$ cat src/rtl/cu_decode_queue.sv
// RV32I(+M) control unit decoding at enqueue into an in-order FIFO of control bundles.
// imm_type: 0 NOP,1 R,2 I,3 S,4 B,5 U,6 J; dmem_mode: 0 byte,1 half,2 word.
module cu_decode_queue #(
  parameter int DEPTH    = 4,
  parameter int PC_WIDTH = 32,
  parameter bit ENABLE_M = 1'b0
) (
  input  logic                clk,
  input  logic                rst,
  input  logic                flush,
  input  logic                in_valid,
  output logic                in_ready,
  input  logic [31:0]         in_instr,
  input  logic [PC_WIDTH-1:0] in_pc,
  output logic                out_valid,
  input  logic                out_ready,
  output logic [31:0]         out_instr,
  output logic [PC_WIDTH-1:0] out_pc,
  output logic [2:0]          imm_type,
  output logic                dmem_read,
  output logic                dmem_write,
  output logic [1:0]          dmem_mode,
  output logic                dmem_unsigned,
  output logic                rf_write,
  output logic                rs1_pc_sel,
  output logic                rs2_imm_sel,
  output logic                wb_dmem_sel,
  output logic                branch,
  output logic                jump,
  output logic                jalr,
  output logic                muldiv,
  output logic [2:0]          muldiv_op,
  output logic                illegal
);
  localparam int CNT_W = $clog2(DEPTH + 1);
  localparam int PTR_W = $clog2(DEPTH);

  typedef enum logic [2:0] {
    NOP_TYPE, R_TYPE, I_TYPE, S_TYPE, B_TYPE, U_TYPE, J_TYPE
  } imm_sel_e;

  typedef enum logic [1:0] {BYTE, HALF, WORD} mem_mode_e;

  typedef enum logic [6:0] {
    OPC_LUI    = 7'b0110111,
    OPC_AUIPC  = 7'b0010111,
    OPC_JAL    = 7'b1101111,
    OPC_JALR   = 7'b1100111,
    OPC_BRANCH = 7'b1100011,
    OPC_LOAD   = 7'b0000011,
    OPC_STORE  = 7'b0100011,
    OPC_OPIMM  = 7'b0010011,
    OPC_OP     = 7'b0110011,
    OPC_FENCE  = 7'b0001111,
    OPC_SYSTEM = 7'b1110011
  } opcode_e;

  typedef struct packed {
    imm_sel_e  imm_type;
    logic      dmem_read;
    logic      dmem_write;
    mem_mode_e dmem_mode;
    logic      dmem_unsigned;
    logic      rf_write;
    logic      rs1_pc_sel;
    logic      rs2_imm_sel;
    logic      wb_dmem_sel;
    logic      branch;
    logic      jump;
    logic      jalr;
    logic      muldiv;
    logic [2:0] muldiv_op;
    logic      illegal;
  } ctrl_t;

  typedef struct packed {
    logic [31:0]         instr;
    logic [PC_WIDTH-1:0] pc;
    ctrl_t               ctrl;
  } entry_t;

  localparam ctrl_t CTRL_NOP = '0;

  logic [2:0] f3;
  logic [6:0] f7;
  ctrl_t      dec;

  assign f3 = in_instr[14:12];
  assign f7 = in_instr[31:25];

  always_comb begin
    dec = CTRL_NOP;
    case (in_instr[6:0])
      OPC_LUI: begin
        dec.imm_type = U_TYPE; dec.rf_write = 1'b1; dec.rs2_imm_sel = 1'b1;
      end
      OPC_AUIPC: begin
        dec.imm_type = U_TYPE; dec.rf_write = 1'b1; dec.rs2_imm_sel = 1'b1;
        dec.rs1_pc_sel = 1'b1;
      end
      OPC_JAL: begin
        dec.imm_type = J_TYPE; dec.rf_write = 1'b1; dec.jump = 1'b1;
      end
      OPC_JALR: begin
        if (f3 == 3'b000) begin
          dec.imm_type = I_TYPE; dec.rf_write = 1'b1; dec.jump = 1'b1; dec.jalr = 1'b1;
        end else dec.illegal = 1'b1;
      end
      OPC_BRANCH: begin
        if (f3 != 3'b010 && f3 != 3'b011) begin
          dec.imm_type = B_TYPE; dec.branch = 1'b1;
        end else dec.illegal = 1'b1;
      end
      OPC_LOAD: begin
        if (f3 inside {3'b000, 3'b001, 3'b010, 3'b100, 3'b101}) begin
          dec.imm_type    = I_TYPE;
          dec.rs2_imm_sel = 1'b1;
          dec.wb_dmem_sel = 1'b1;
          dec.dmem_read   = 1'b1;
          dec.rf_write    = 1'b1;
          dec.dmem_mode   = mem_mode_e'(f3[1:0]);
          dec.dmem_unsigned = f3[2];
        end else dec.illegal = 1'b1;
      end
      OPC_STORE: begin
        if (f3 inside {3'b000, 3'b001, 3'b010}) begin
          dec.imm_type    = S_TYPE;
          dec.rs2_imm_sel = 1'b1;
          dec.dmem_write  = 1'b1;
          dec.dmem_mode   = mem_mode_e'(f3[1:0]);
        end else dec.illegal = 1'b1;
      end
      OPC_OPIMM: begin
        // shifts carry funct7 in the immediate; only SRAI may set bit 30
        if ((f3 == 3'b001 && f7 != 7'b0000000) ||
            (f3 == 3'b101 && f7 != 7'b0000000 && f7 != 7'b0100000)) begin
          dec.illegal = 1'b1;
        end else begin
          dec.imm_type = I_TYPE; dec.rf_write = 1'b1; dec.rs2_imm_sel = 1'b1;
        end
      end
      OPC_OP: begin
        if (f7 == 7'b0000001) begin
          if (ENABLE_M) begin
            dec.imm_type = R_TYPE; dec.rf_write = 1'b1;
            dec.muldiv = 1'b1; dec.muldiv_op = f3;
          end else dec.illegal = 1'b1;
        end else if (f7 == 7'b0000000 ||
                     (f7 == 7'b0100000 && (f3 == 3'b000 || f3 == 3'b101))) begin
          dec.imm_type = R_TYPE; dec.rf_write = 1'b1;
        end else dec.illegal = 1'b1;
      end
      OPC_FENCE, OPC_SYSTEM: dec = CTRL_NOP;
      default: dec.illegal = 1'b1;
    endcase
  end

  entry_t             mem [DEPTH];
  logic [CNT_W-1:0]   count;
  logic [PTR_W-1:0]   rd_ptr;
  logic [PTR_W-1:0]   wr_ptr;
  logic               push;
  logic               pop;
  entry_t             head;

  assign in_ready  = !rst && (count != CNT_W'(DEPTH));
  assign out_valid = (count != '0);
  assign push      = in_valid && in_ready && !flush;
  assign pop       = out_valid && out_ready && !flush;

  always_ff @(posedge clk) begin
    if (rst || flush) begin
      count  <= '0;
      rd_ptr <= '0;
      wr_ptr <= '0;
    end else begin
      if (push) wr_ptr <= wr_ptr + 1'b1;
      if (pop)  rd_ptr <= rd_ptr + 1'b1;
      if (push && !pop)      count <= count + 1'b1;
      else if (pop && !push) count <= count - 1'b1;
    end
  end

  always_ff @(posedge clk) begin
    if (push) mem[wr_ptr] <= '{instr: in_instr, pc: in_pc, ctrl: dec};
  end

  always_comb begin
    head = '0;
    if (out_valid) head = mem[rd_ptr];
  end

  assign out_instr     = head.instr;
  assign out_pc        = head.pc;
  assign imm_type      = head.ctrl.imm_type;
  assign dmem_read     = head.ctrl.dmem_read;
  assign dmem_write    = head.ctrl.dmem_write;
  assign dmem_mode     = head.ctrl.dmem_mode;
  assign dmem_unsigned = head.ctrl.dmem_unsigned;
  assign rf_write      = head.ctrl.rf_write;
  assign rs1_pc_sel    = head.ctrl.rs1_pc_sel;
  assign rs2_imm_sel   = head.ctrl.rs2_imm_sel;
  assign wb_dmem_sel   = head.ctrl.wb_dmem_sel;
  assign branch        = head.ctrl.branch;
  assign jump          = head.ctrl.jump;
  assign jalr          = head.ctrl.jalr;
  assign muldiv        = head.ctrl.muldiv;
  assign muldiv_op     = head.ctrl.muldiv_op;
  assign illegal       = head.ctrl.illegal;
endmodule
$ cat config.mk
export PLATFORM = sky130hd
export DESIGN_NAME = cu_decode_queue
export DESIGN_NICKNAME = d
export VERILOG_FILES = /design/src/rtl/cu_decode_queue.sv
export SDC_FILE = /design/constraint.sdc
export NUM_CORES = 1
export LEC_CHECK = 0
export BUFFER_PORTS_ARGS = -buffer_cell sky130_fd_sc_hd__buf_2
export CAP_MARGIN = 20
export CORE_ASPECT_RATIO = 1.5
export CORE_MARGIN = 2
export CORE_UTILIZATION = 58
export DETAILED_ROUTE_END_ITERATION = 8
export PLACE_DENSITY = 0.82
export REMOVE_ABC_BUFFERS = 1
export SYNTH_ARGS = -nofsm -noshare
export SYNTH_HDL_FRONTEND = slang
export SYNTH_SLANG_ARGS = --single-unit
export TNS_END_PERCENT = 20
$ cat constraint.sdc
create_clock -name clk -period 4.1 [get_ports clk]
set_input_delay 0.41 -clock clk [delete_from_list [all_inputs] [get_ports clk]]
set_output_delay 0.41 -clock clk [all_outputs]
set_load 0.005 [all_outputs]
After elaboration in Yosys (flattened, before gate mapping)
Memory sizes are Yosys's and may differ from the RTL's. A register that Yosys moved wholly into a read port is not among the register bits.
Cells that the tools add are included.
- multiplexer cells: 44
- equal/unequal tests: 21
- reduce and logical (&&, ||, !) cells: 30
- add/subtract/negate cells: 4
- operators with widths (kind ; number):
    two-way mux 84 bit ; 1
    == test 7 x 6 -> 1 bit, second input constant ; 4
    == test 7 bit, second input constant ; 4
    case mux 3 bit (8 select lines) ; 1
    two-way mux 1 bit ; 23
    two-way mux 3 bit ; 6
    == test 7 x 5 -> 1 bit, second input constant ; 2
    two-way mux 2 bit ; 7
    logical AND 1 bit ; 12
    == test 7 x 1 -> 1 bit, second input constant ; 1
    == test 7 x 2 -> 1 bit, second input constant ; 1
    == test 7 x 4 -> 1 bit, second input constant ; 1
    logical NOT 7 bit ; 1
    != test 7 x 6 -> 1 bit, second input constant ; 1
    case mux 1 bit (7 select lines) ; 1
    nonzero test 7 bit ; 1
    == test 3 bit, second input constant ; 2
    != test 3 x 2 -> 1 bit, second input constant ; 2
    nonzero test 3 bit ; 2
    case mux 1 bit (5 select lines) ; 1
    nonzero test 5 bit ; 1
    OR reduction 5 bit ; 1
    adder 2 x 1 -> 2 bit, second input constant ; 2
    logical NOT 1 bit ; 4
    14 further kinds ; 17
- output and inout port bits: 86
- register bits after elaboration: 7
- memories kept: 1
- bits of input ports: 69
- logic and storage cells: 103
- memory bits (writable): 320
- memories (name ; words ; width ; read ports ; clocked after memory_dff ; write ports ; RTL line ; source):
    mem ; 4 ; 80 ; 1 ; 1 ; 1 ; 158 ; entry_t mem [DEPTH];

Longest topological paths before layout
Gate-level depths: netlist (run 1).
- depth in word-level cells: 8
- mapped depth: 10
- gate-level depth less buffers: 10

Least setup slack after synthesis (run 1)
No wires, ideal clock.
- path kind: input -> register
- start: in flush
- end: mem mem[0][0] in the netlist's numbering, enable pin
- buffers on the path: 1
- setup slack: 712 ps
- data required time: 3654 ps
- stages: 4
- arrival time: 2942 ps
- setup time: 446 ps
- cell sequence: or2_2 -> clkbuf_1 -> nor2_1 -> and2_1
- cells in the longest elaborated chain, start to end: 4
- RTL lines (what ; RTL line ; source):
    from (decl) ; 10 ; input logic flush,
    logical NOT 1 bit ; 168 ; assign push = in_valid && in_ready && !flush;
    logical AND 1 bit ; 168 ;
    named net push ; 162 ; logic push;
    two-way mux 1 bit ; 185 ; if (push) mem[wr_ptr] <= '{instr: in_instr, pc: in_pc, ctrl: dec};
    two-way mux 1 bit (not written as such) ; 185 ;
    to (decl) ; 158 ;
The timed path passes the listed nets, and every way through them passes these cells.

==> results.tsv, run 1 <==
metric	value	unit
area_growth	16.3	%
antenna_left	0	
wl_met1	8.94	mm
place_hpwl	14.7	mm
rsz0062_at_grt	no	
yosys_warnings	0	
fp.dieArea	23200	sq um
wirelength	25.1	mm
post_drt_wl_per_cell	23.4	um
setup_viol	0	
crit_arrival	2.75	ns
yosysTopAreaCell	edfxtp_1	
peakVddDrop	0.000356	V
num_vias	6344	
top_layer_used	met5	
drive_above_1_share	37.0	%
gp_congestion	0.786	
num-fill-cells	1311	
drtIter0Drc	539	
fin_crit_sh	77.0	%
grt.overflow.total	0	
antenna_cells	0	
post-place-ws	1.47	ns
clock_latency	0.55	ns
skew	0.0142	ns
yosysSeqAreaShare	75.8	%
place_inst	1017	
synthesis.area	12800	sq um
power	6670	uW
rows	66	
htreeDepth	1	
fin_setup_tns	0	ns
via_per_inst	5.93	
cts_buffers	29	
drcViolationCount	0	
synth_cells	621	
synth_area_leaders	edfxtp_1 (74%), mux4_2 (14%), and2_1 (4.1%), dfxtp_1 (1.4%), clkbuf_1 (0.56%)	
period_needed	3.16	ns
synth.distinct_cells	41	
start_util	59.0	%
cp_max_fo	42	
slew_headroom	41.1	%
nets	852	
synthArstFlopShare	0	%
worstSetupPathType	reg -> out	
fin_cells	1070	
grt_usage	21.9	%
clock-sinks	325	
ys_ff_latch	325	
clockBufferDepth	3	
dieHeight	186	um
grt_pass1_vias	6820	
utilization	68.5	%
ctsResizeCount	0	
io_pins	155	
setup_slack	0.942	ns
io_buffer_count	150	
p_leak	0.00497	uW
slew_violations	0	
cts_tree	yes	
finalHoldViolations	0	
wl_met2	14.1	mm
cts_hold_buf	0	
multiInputGateArea	2920	sq um
fmax	0.317	GHz
timing.critical_path.to_type	output port	
grt_start_max_net_pins	81	
synth_ff_type	edfxtp_1	
path_clk_slew	0.07	ns
grt_pass1_wl	38.9	mm
cts_root_buffer	clkbuf_16	
wl_met3	1.37	mm
status	finished clean	
core	21600	sq um
post_cts_buffers	0	
p_per_area	450	nW/um^2
dr.pass1.iters	5	
cp-start-kind	flip-flop	
synth_edf_count	316	
die_w	125	um
hold_path.class	in -> reg	
antenna_found_initial	1	
tightest_slew	0.884	ns
cap_violations	0	
worstPathRequired	3.69	ns
ff_latch_area	9680	sq um
avgSynthCellArea	20.5	sq um
yosysTopAreaCellShare	74.4	%
critical path, stage by stage, from the launching register on:
cell     delay (ns)
dfxtp_4        0.93
buf_4          0.40
mux4_2         0.54
and2_1         0.17
buf_2          0.12
registers in the layout (all words and copies together) (netlist names), named ones only:
| register | count |
|---|---|
| mem | 316 |
| wr_ptr | 2 |
| rd_ptr | 2 |
| count | 3 |
area by class of cell:
cell class	count	area share, %
repair buffers	158	6.23
inverters	5	0.127
clock inverters	21	1.48
well taps	272	2.29
clock buffers	31	4.94
flip-flops and latches	325	65.2
multi-input cells	258	19.7
cell families (layout without fill, tap and decap cells):
| family | after synthesis | count (layout) | synth area share (%) |
|---|---|---|---|
| buffers and inverters | 41 | 215 | 1.50 |
| adder cells (fa/ha/maj) | 6 | 6 | 0.647 |
| multiplexers | 80 | 80 | 14.0 |
| other | 1 | 4 | 0.0294 |
| AO/OA/AOI/OAI | 20 | 20 | 0.951 |
| XOR/XNOR | 6 | 6 | 0.412 |
| flip-flops | 325 | 325 | 75.8 |
| AND/OR/NAND/NOR | 142 | 142 | 6.64 |
metrics by stage:
step                      hold slack (ns)  area [sq um]
after floorplan                     0.469         12600
after global placement              0.478         13700
after detailed placement            0.512         13900
after CTS                          0.0599         14800
after global routing               0.0550         14800
final                              0.0697         14800
path summary, 6_finish.rpt:
check / from / end / slack, ns / cells after the start
max: flip-flop / out_pc[20] / 0.94 / 4
min: in_pc[21] / mem[1][37] / 0.07 / 1
max reg2reg: count[2] / count[2] / 1.66 / 9
min reg2reg: count[2] / count[2] / 0.53 / 2
synth_stat cells (all sizes together) (3+ instances only):
| cell | count |
|---|---|
| edfxtp | 316 |
| and2 | 83 |
| mux4 | 79 |
| clkbuf | 19 |
| buf | 17 |
| nor2 | 15 |
| nand2 | 14 |
| a21oi | 9 |
| dfxtp | 9 |
| nor3 | 6 |
| ha | 5 |
| inv | 5 |
| nand3 | 4 |
| xor2 | 4 |
| a31oi | 3 |
| nor3b | 3 |
| o21ai | 3 |
| or2 | 3 |
routing by layer:
layer / global-route usage, % / vias up
li1: - / 2790
met1: 26.8 / 3252
met2: 40.3 / 247
met3: 3.31 / 53
met4: 7.07 / 2
met5: 0 / -
cell usage in the layout, fill, tap and decap left out, drive strengths merged, types with 2 or more instances in the layout:
master,netlist,routed
xnor2,2,2
o21ai,3,3
clkbuf,19,31
conb,1,4
ha,5,5
clkinvlp,0,3
nor3,6,6
mux4,79,79
nor2,15,15
a211oi,2,2
nand2b,2,2
and3b,2,2
and2,83,83
nor3b,3,3
or4,2,2
inv,5,7
nand3,4,4
a31oi,3,3
nand2,14,14
bufinv,0,4
xor2,4,4
buf,17,158
dfxtp,9,9
edfxtp,316,316
a21oi,9,9
or2,3,3
clkinv,0,12
or3,2,2
power by group:
| part | total [uW] | internal, uW | switching (uW) | leakage [uW] |
|---|---|---|---|---|
| Combinational | 281 | 122 | 158 | 0.00167 |
| Clock | 2700 | 1550 | 1150 | 0.000460 |
| Sequential | 3690 | 3670 | 14.3 | 0.00284 |
Power figures use the tool's default switching activity.
==> inputs of run 2 (changes only) <==
==> constraint.sdc (replaced) <==
create_clock -name clk -period 3.1 [get_ports clk]
set_input_delay 0.31 -clock clk [delete_from_list [all_inputs] [get_ports clk]]
set_output_delay 0.31 -clock clk [all_outputs]
set_load 0.005 [all_outputs]
==> run 2 against run 1 <==
Clock-buffer cell count increased by 4. Setup slack got worse by 0.49 ns. Die area unchanged. Sequential power increased by 32%. Global-route usage increased by 0.33 points. Non-clock buffer count increased by 55. Clock skew decreased by 0.0052 ns. Highest routed layer is now met4.
==> results.tsv, run 2 (synthesis gave the netlist of run 1 again) <==
metric	value	unit	change
status	finished clean		unchanged
grt_start_max_net_pins	81		unchanged
slew_headroom	50.2	%	was 41.1%
utilization	70.5	%	was 68.5%
ff_latch_area	9680	sq um	unchanged
top_layer_used	met4		was met5
path_cells	buf_4 -> mux4_2 -> and2_1 -> buf_2		unchanged
wirelength	25.8	mm	was 25.1 mm
nets	906		was 852
start_util	59.0	%	unchanged
grt_pass1_wl	39.5	mm	was 38.9 mm
cp-start-kind	flip-flop		unchanged
skew	0.00896	ns	was 0.0142 ns
gp_congestion	0.795		was 0.786
ctsResizeCount	0		unchanged
place_hpwl	15.7	mm	was 14.7 mm
p_leak	0.00516	uW	was 0.00497 uW
wl_met2	13.6	mm	was 14.1 mm
clock-sinks	325		unchanged
die_w	125	um	unchanged
tightest_slew	0.747	ns	was 0.884 ns
cap_violations	0		unchanged
power	8700	uW	was 6670 uW
drive_above_1_share	34.9	%	was 37.0%
rsz0062_at_grt	no		unchanged
layout_common_cells	edfxtp_1 (316), buf_2 (150), mux4_2 (79), and2_1 (79), dlygate4sd3_1 (45)		was edfxtp_1 (316), buf_2 (150), mux4_2 (79), and2_1 (79), clkbuf_16 (29)
p_per_area	570	nW/um^2	was 450 nW/um^2
num_vias	6609		was 6344
fp.dieArea	23200	sq um	unchanged
htreeDepth	1		unchanged
grt_usage	22.2	%	was 21.9%
multiInputGateArea	2920	sq um	unchanged
crit_arrival	2.34	ns	was 2.75 ns
setup_viol	0		unchanged
cts_root_buffer	clkbuf_16		unchanged
cts_tree	yes		unchanged
drtIter0Drc	532		was 539
grt.overflow.total	0		unchanged
cts_buffers	28		was 29
io_pins	155		unchanged
worstPathRequired	2.79	ns	was 3.69 ns
clock_latency	0.54	ns	was 0.55 ns
period_needed	2.65	ns	
rows	66		unchanged
drcViolationCount	0		unchanged
hold_path.class	in -> reg		unchanged
largestRegisters	mem: 316 flops, count: 3 flops		unchanged
crit_path_top_delay_cell	dfxtp_4		unchanged
postPlaceCellArea	13900	sq um	about the same
io_buffer_count	150		unchanged
grt_pass1_vias	7009		was 6820
worstSetupPathType	reg -> out		unchanged
regMostFlops	mem		unchanged
fmax	0.378	GHz	
wl_met3	1.55	mm	was 1.37 mm
antenna_cells	0		unchanged
finalHoldViolations	0		unchanged
slew_violations	0		unchanged
largest_register_ffs	316		unchanged
antenna_found_initial	0		was 1
clockBufferDepth	3		unchanged
final_common_cell	edfxtp_1		unchanged
num-fill-cells	1320		was 1311
via_per_inst	5.89		was 5.93
peakVddDrop	0.000380	V	was 0.000356 V
post_cts_buffers	0		unchanged
antenna_left	0		unchanged
dieHeight	186	um	unchanged
post_drt_wl_per_cell	22.9	um	was 23.4 um
timing.critical_path.to_type	output port		unchanged
fin_crit_sh	85.4	%	
dr.pass1.iters	5		unchanged
fin_area	15200	sq um	was 14800 sq um
area_growth	19.5	%	was 16.3%
wl_met1	9.72	mm	was 8.94 mm
cp_max_fo	46		was 42
path_clk_slew	0.06	ns	was 0.07 ns
fin_hold_ws	0.0174	ns	was 0.0697 ns
critical_path.max_stage_delay	0.79	ns	was 0.93 ns
core	21600	sq um	unchanged
fin_setup_tns	0	ns	unchanged
==> run 2: cell count changes in the layout (fill, tap and decap cells not counted), sizes merged <==
cell,delta
inv,-2
dlygate4sd3,+45
clkbuf,+4
clkinvlp,-1
buf,+10
clkinv,-2
bufinv,-1
==> run 2: per-stage QoR <==
step / setup slack, ns / std cells
floorplan: -1.38 / 588
global placement: 0.751 / 1028
detailed placement: 0.526 / 1028
CTS: 0.400 / 1122
global route: 0.362 / 1123
finish: 0.454 / 1123
==> run 2: per-layer routing <==
metal  GRT usage [%]  up-vias
met5               0        -
met1            28.2     3378
met2            39.0      278
met3            3.36       55
li1                -     2898
met4            8.98        0
==> run 2: cell type report <==
type,instances,share of cell area [%]
Clock inverter,15,0.952
Inverter,5,0.123
Clock buffer,35,4.91
Timing Repair Buffer,213,9.17
Tap cell,272,2.23
Sequential cell,325,63.5
Multi-Input combinational cell,258,19.1
==> run 2: where the power goes <==
group	leakage, uW	internal, uW	switching [uW]	total [uW]
Clock	0.000428	1950	1450	3400
Sequential	0.00284	4860	15.6	4870
Combinational	0.00189	199	224	423
Total	0.00516	7010	1690	8700
==> run 2: what timing repair did <==
item,CTS,global route
setup endpoints to repair,0,0
endpoints found under the hold margin,176,4
hold buffers,44,1
==> run 2: worst max-delay path, delay by kind of cell (launching register included) <==
kind | cells | cell delay [ns]
DFF | 1 | 0.79
buffers and inverters | 2 | 0.46
and+or+nand+nor | 1 | 0.17
muxes | 1 | 0.34
==> run 2: worst paths after layout <==
kind,from,endpoint,cells past startpoint,slack (ns)
max reg2reg,count[2],count[2],9,0.62
min reg2reg,count[2],count[2],2,0.55
min,in_pc[20],mem[0][36],1,0.02
max,flip-flop,out_pc[26],4,0.45
==> inputs of run 3 (changes only) <==
--- a/config.mk
+++ b/config.mk
@@ -7,12 +7,13 @@
 export LEC_CHECK = 0
 export BUFFER_PORTS_ARGS = -buffer_cell sky130_fd_sc_hd__buf_2
 export CAP_MARGIN = 20
+export CELL_PAD_IN_SITES_DETAIL_PLACEMENT = 0
+export CELL_PAD_IN_SITES_GLOBAL_PLACEMENT = 2
 export CORE_ASPECT_RATIO = 1.5
 export CORE_MARGIN = 2
-export CORE_UTILIZATION = 58
+export CORE_UTILIZATION = 44
 export DETAILED_ROUTE_END_ITERATION = 8
-export PLACE_DENSITY = 0.82
-export REMOVE_ABC_BUFFERS = 1
+export PLACE_DENSITY = 0.81
 export SYNTH_ARGS = -nofsm -noshare
 export SYNTH_HDL_FRONTEND = slang
 export SYNTH_SLANG_ARGS = --single-unit
==> run 3 against run 2 <==
Maximum frequency down 5.0%. Sequential cell count unchanged. Setup slack worse by 0.14 ns. Combinational power about the same. Highest routed layer unchanged. Hold slack better by 0.0025 ns. Die area up 31%. Cell area up 2.5%. Largest cell class unchanged. Clock-buffer cell count up 1.
==> results.tsv, run 3 (synthesis gave the netlist of run 1 again) <==
metric	value	unit	change
crit_arrival	2.47	ns	was 2.34 ns
p_leak	0.00524	uW	was 0.00516 uW
worstPathRequired	2.79	ns	about the same
largestRegisters	mem: 316 flops, count: 3 flops		unchanged
wirelength	25.6	mm	was 25.8 mm
setup_viol	0		unchanged
cap_violations	0		unchanged
post_cts_buffers	0		unchanged
regMostFlops	mem		unchanged
layout_common_cells	edfxtp_1 (316), buf_2 (150), mux4_2 (79), and2_1 (79), dlygate4sd3_1 (50)		was edfxtp_1 (316), buf_2 (150), mux4_2 (79), and2_1 (79), dlygate4sd3_1 (45)
grt_pass1_vias	6960		was 7009
drcViolationCount	0		unchanged
cts_root_buffer	clkbuf_16		unchanged
final_common_cell	edfxtp_1		unchanged
cts_tree	yes		unchanged
num_vias	6470		was 6609
slew_headroom	48.9	%	was 50.2%
finalHoldViolations	0		unchanged
drtIter0Drc	380		was 532
fp.dieArea	30400	sq um	was 23200 sq um
crit_family	flip-flops		unchanged
antenna_left	0		unchanged
power	9250	uW	was 8700 uW
gp_congestion	0.791		was 0.795
peakVddDrop	0.000531	V	was 0.000380 V
grt_pass1_wl	39.3	mm	was 39.5 mm
period_needed	2.78	ns	was 2.65 ns
slew_violations	0		unchanged
die_w	143	um	was 125 um
path_cells	buf_4 -> mux4_2 -> and2_1 -> buf_2		unchanged
via_per_inst	5.19		was 5.89
clock_latency	0.55	ns	was 0.54 ns
clockBufferDepth	3		unchanged
fin_hold_ws	0.0200	ns	was 0.0174 ns
place_hpwl	15.6	mm	was 15.7 mm
post_drt_wl_per_cell	20.5	um	was 22.9 um
drive_above_1_share	35.4	%	was 34.9%
crit_buf_inv	2		unchanged
htreeDepth	1		unchanged
hold_path.class	in -> reg		unchanged
status	finished clean		unchanged
fmax	0.359	GHz	was 0.378 GHz
rows	76		was 66
antenna_cells	0		unchanged
antenna_found_initial	0		unchanged
setup_slack	0.315	ns	was 0.454 ns
cts_buffers	30		was 28
timing.critical_path.to_type	output port		unchanged
nets	909		was 906
ctsResizeCount	0		unchanged
worstSetupPathType	reg -> out		unchanged
core	28600	sq um	was 21600 sq um
largest_register_ffs	316		unchanged
num-fill-cells	2226		was 1320
io_pins	155		unchanged
fin_crit_sh	89.8	%	was 85.4%
dieHeight	213	um	was 186 um
p_per_area	592	nW/um^2	was 570 nW/um^2
cp_max_fo	24		was 46
area_growth	22.5	%	was 19.5%
critical_path.max_stage_delay	0.68	ns	was 0.79 ns
path_clk_slew	0.07	ns	was 0.06 ns
grt_start_max_net_pins	81		unchanged
clock-sinks	325		unchanged
post-place-ws	0.655	ns	was 0.526 ns
grt.overflow.total	0		unchanged
cp-start-kind	flip-flop		unchanged
start_util	44.6	%	was 59.0%
io_buffer_count	150		unchanged
rsz0062_at_grt	no		unchanged
tightest_slew	0.767	ns	was 0.747 ns
crit_path_top_delay_cell	dfxtp_4		unchanged
skew	0.0152	ns	was 0.00896 ns
grt_usage	17.2	%	was 22.2%
dr.pass1.iters	4		was 5
==> run 3: cell types whose count changed in the layout (fill, tap and decap cells not counted), sizes merged <==
| cell | change |
|---|---|
| dlygate4sd3 | +5 |
| clkbuf | +1 |
| clkinv | -4 |
| bufinv | +4 |
| buf | -4 |
| clkinvlp | +3 |
| inv | +1 |
==> run 3: layout make-up <==
type / count / area [sq um] / share of cell area [%]
Clock buffer: 36 / 795 / 5.09
Clock inverter: 19 / 282 / 1.80
Multi-Input combinational cell: 258 / 2920 / 18.7
Sequential cell: 325 / 9680 / 61.9
Timing Repair Buffer: 214 / 1440 / 9.24
Tap cell: 390 / 488 / 3.12
Inverter: 5 / 18.8 / 0.120
==> run 3: final timing paths <==
check | slack [ns] | depth (start not counted) | end | start
min reg2reg | 0.52 | 2 | wr_ptr[1] | wr_ptr[1]
max reg2reg | 0.67 | 9 | count[2] | count[2]
max | 0.32 | 4 | out_instr[13] | flip-flop
min | 0.02 | 1 | mem[0][74] | in_instr[26]
==> run 3: repair_timing <==
| item | CTS | global route |
|---|---|---|
| hold buffers | 50 | 0 |
| endpoints found under the setup margin | 0 | 0 |
| hold endpoints to repair | 200 | 0 |
==> run 3: through the flow <==
step / cells / utilization [%] / setup TNS (ns) / area (sq um)
after floorplan: 624 / - / -44.46 / 12800
after global placement: 1142 / 49.1 / 0 / 14000
after detailed placement: 1142 / 49.1 / 0 / 14000
after CTS: 1247 / 54.6 / 0 / 15600
after global routing: 1247 / 54.6 / 0 / 15600
final: 1247 / 54.6 / 0 / 15600
==> run 3: metal layers <==
layer / wire length [um] / global-route usage (%) / up-vias
li1: - / - / 2910
met4: 642 / 5.70 / 0
met1: 9750 / 20.6 / 3357
met3: 1060 / 2.12 / 44
met2: 14100 / 31.8 / 159
met5: 0 / 0 / -
==> run 3: power by group <==
part	internal [uW]	switching, uW	total (uW)
logic	204	222	425
clock network	2410	1540	3950
registers	4860	14.8	4870
total	7470	1770	9250
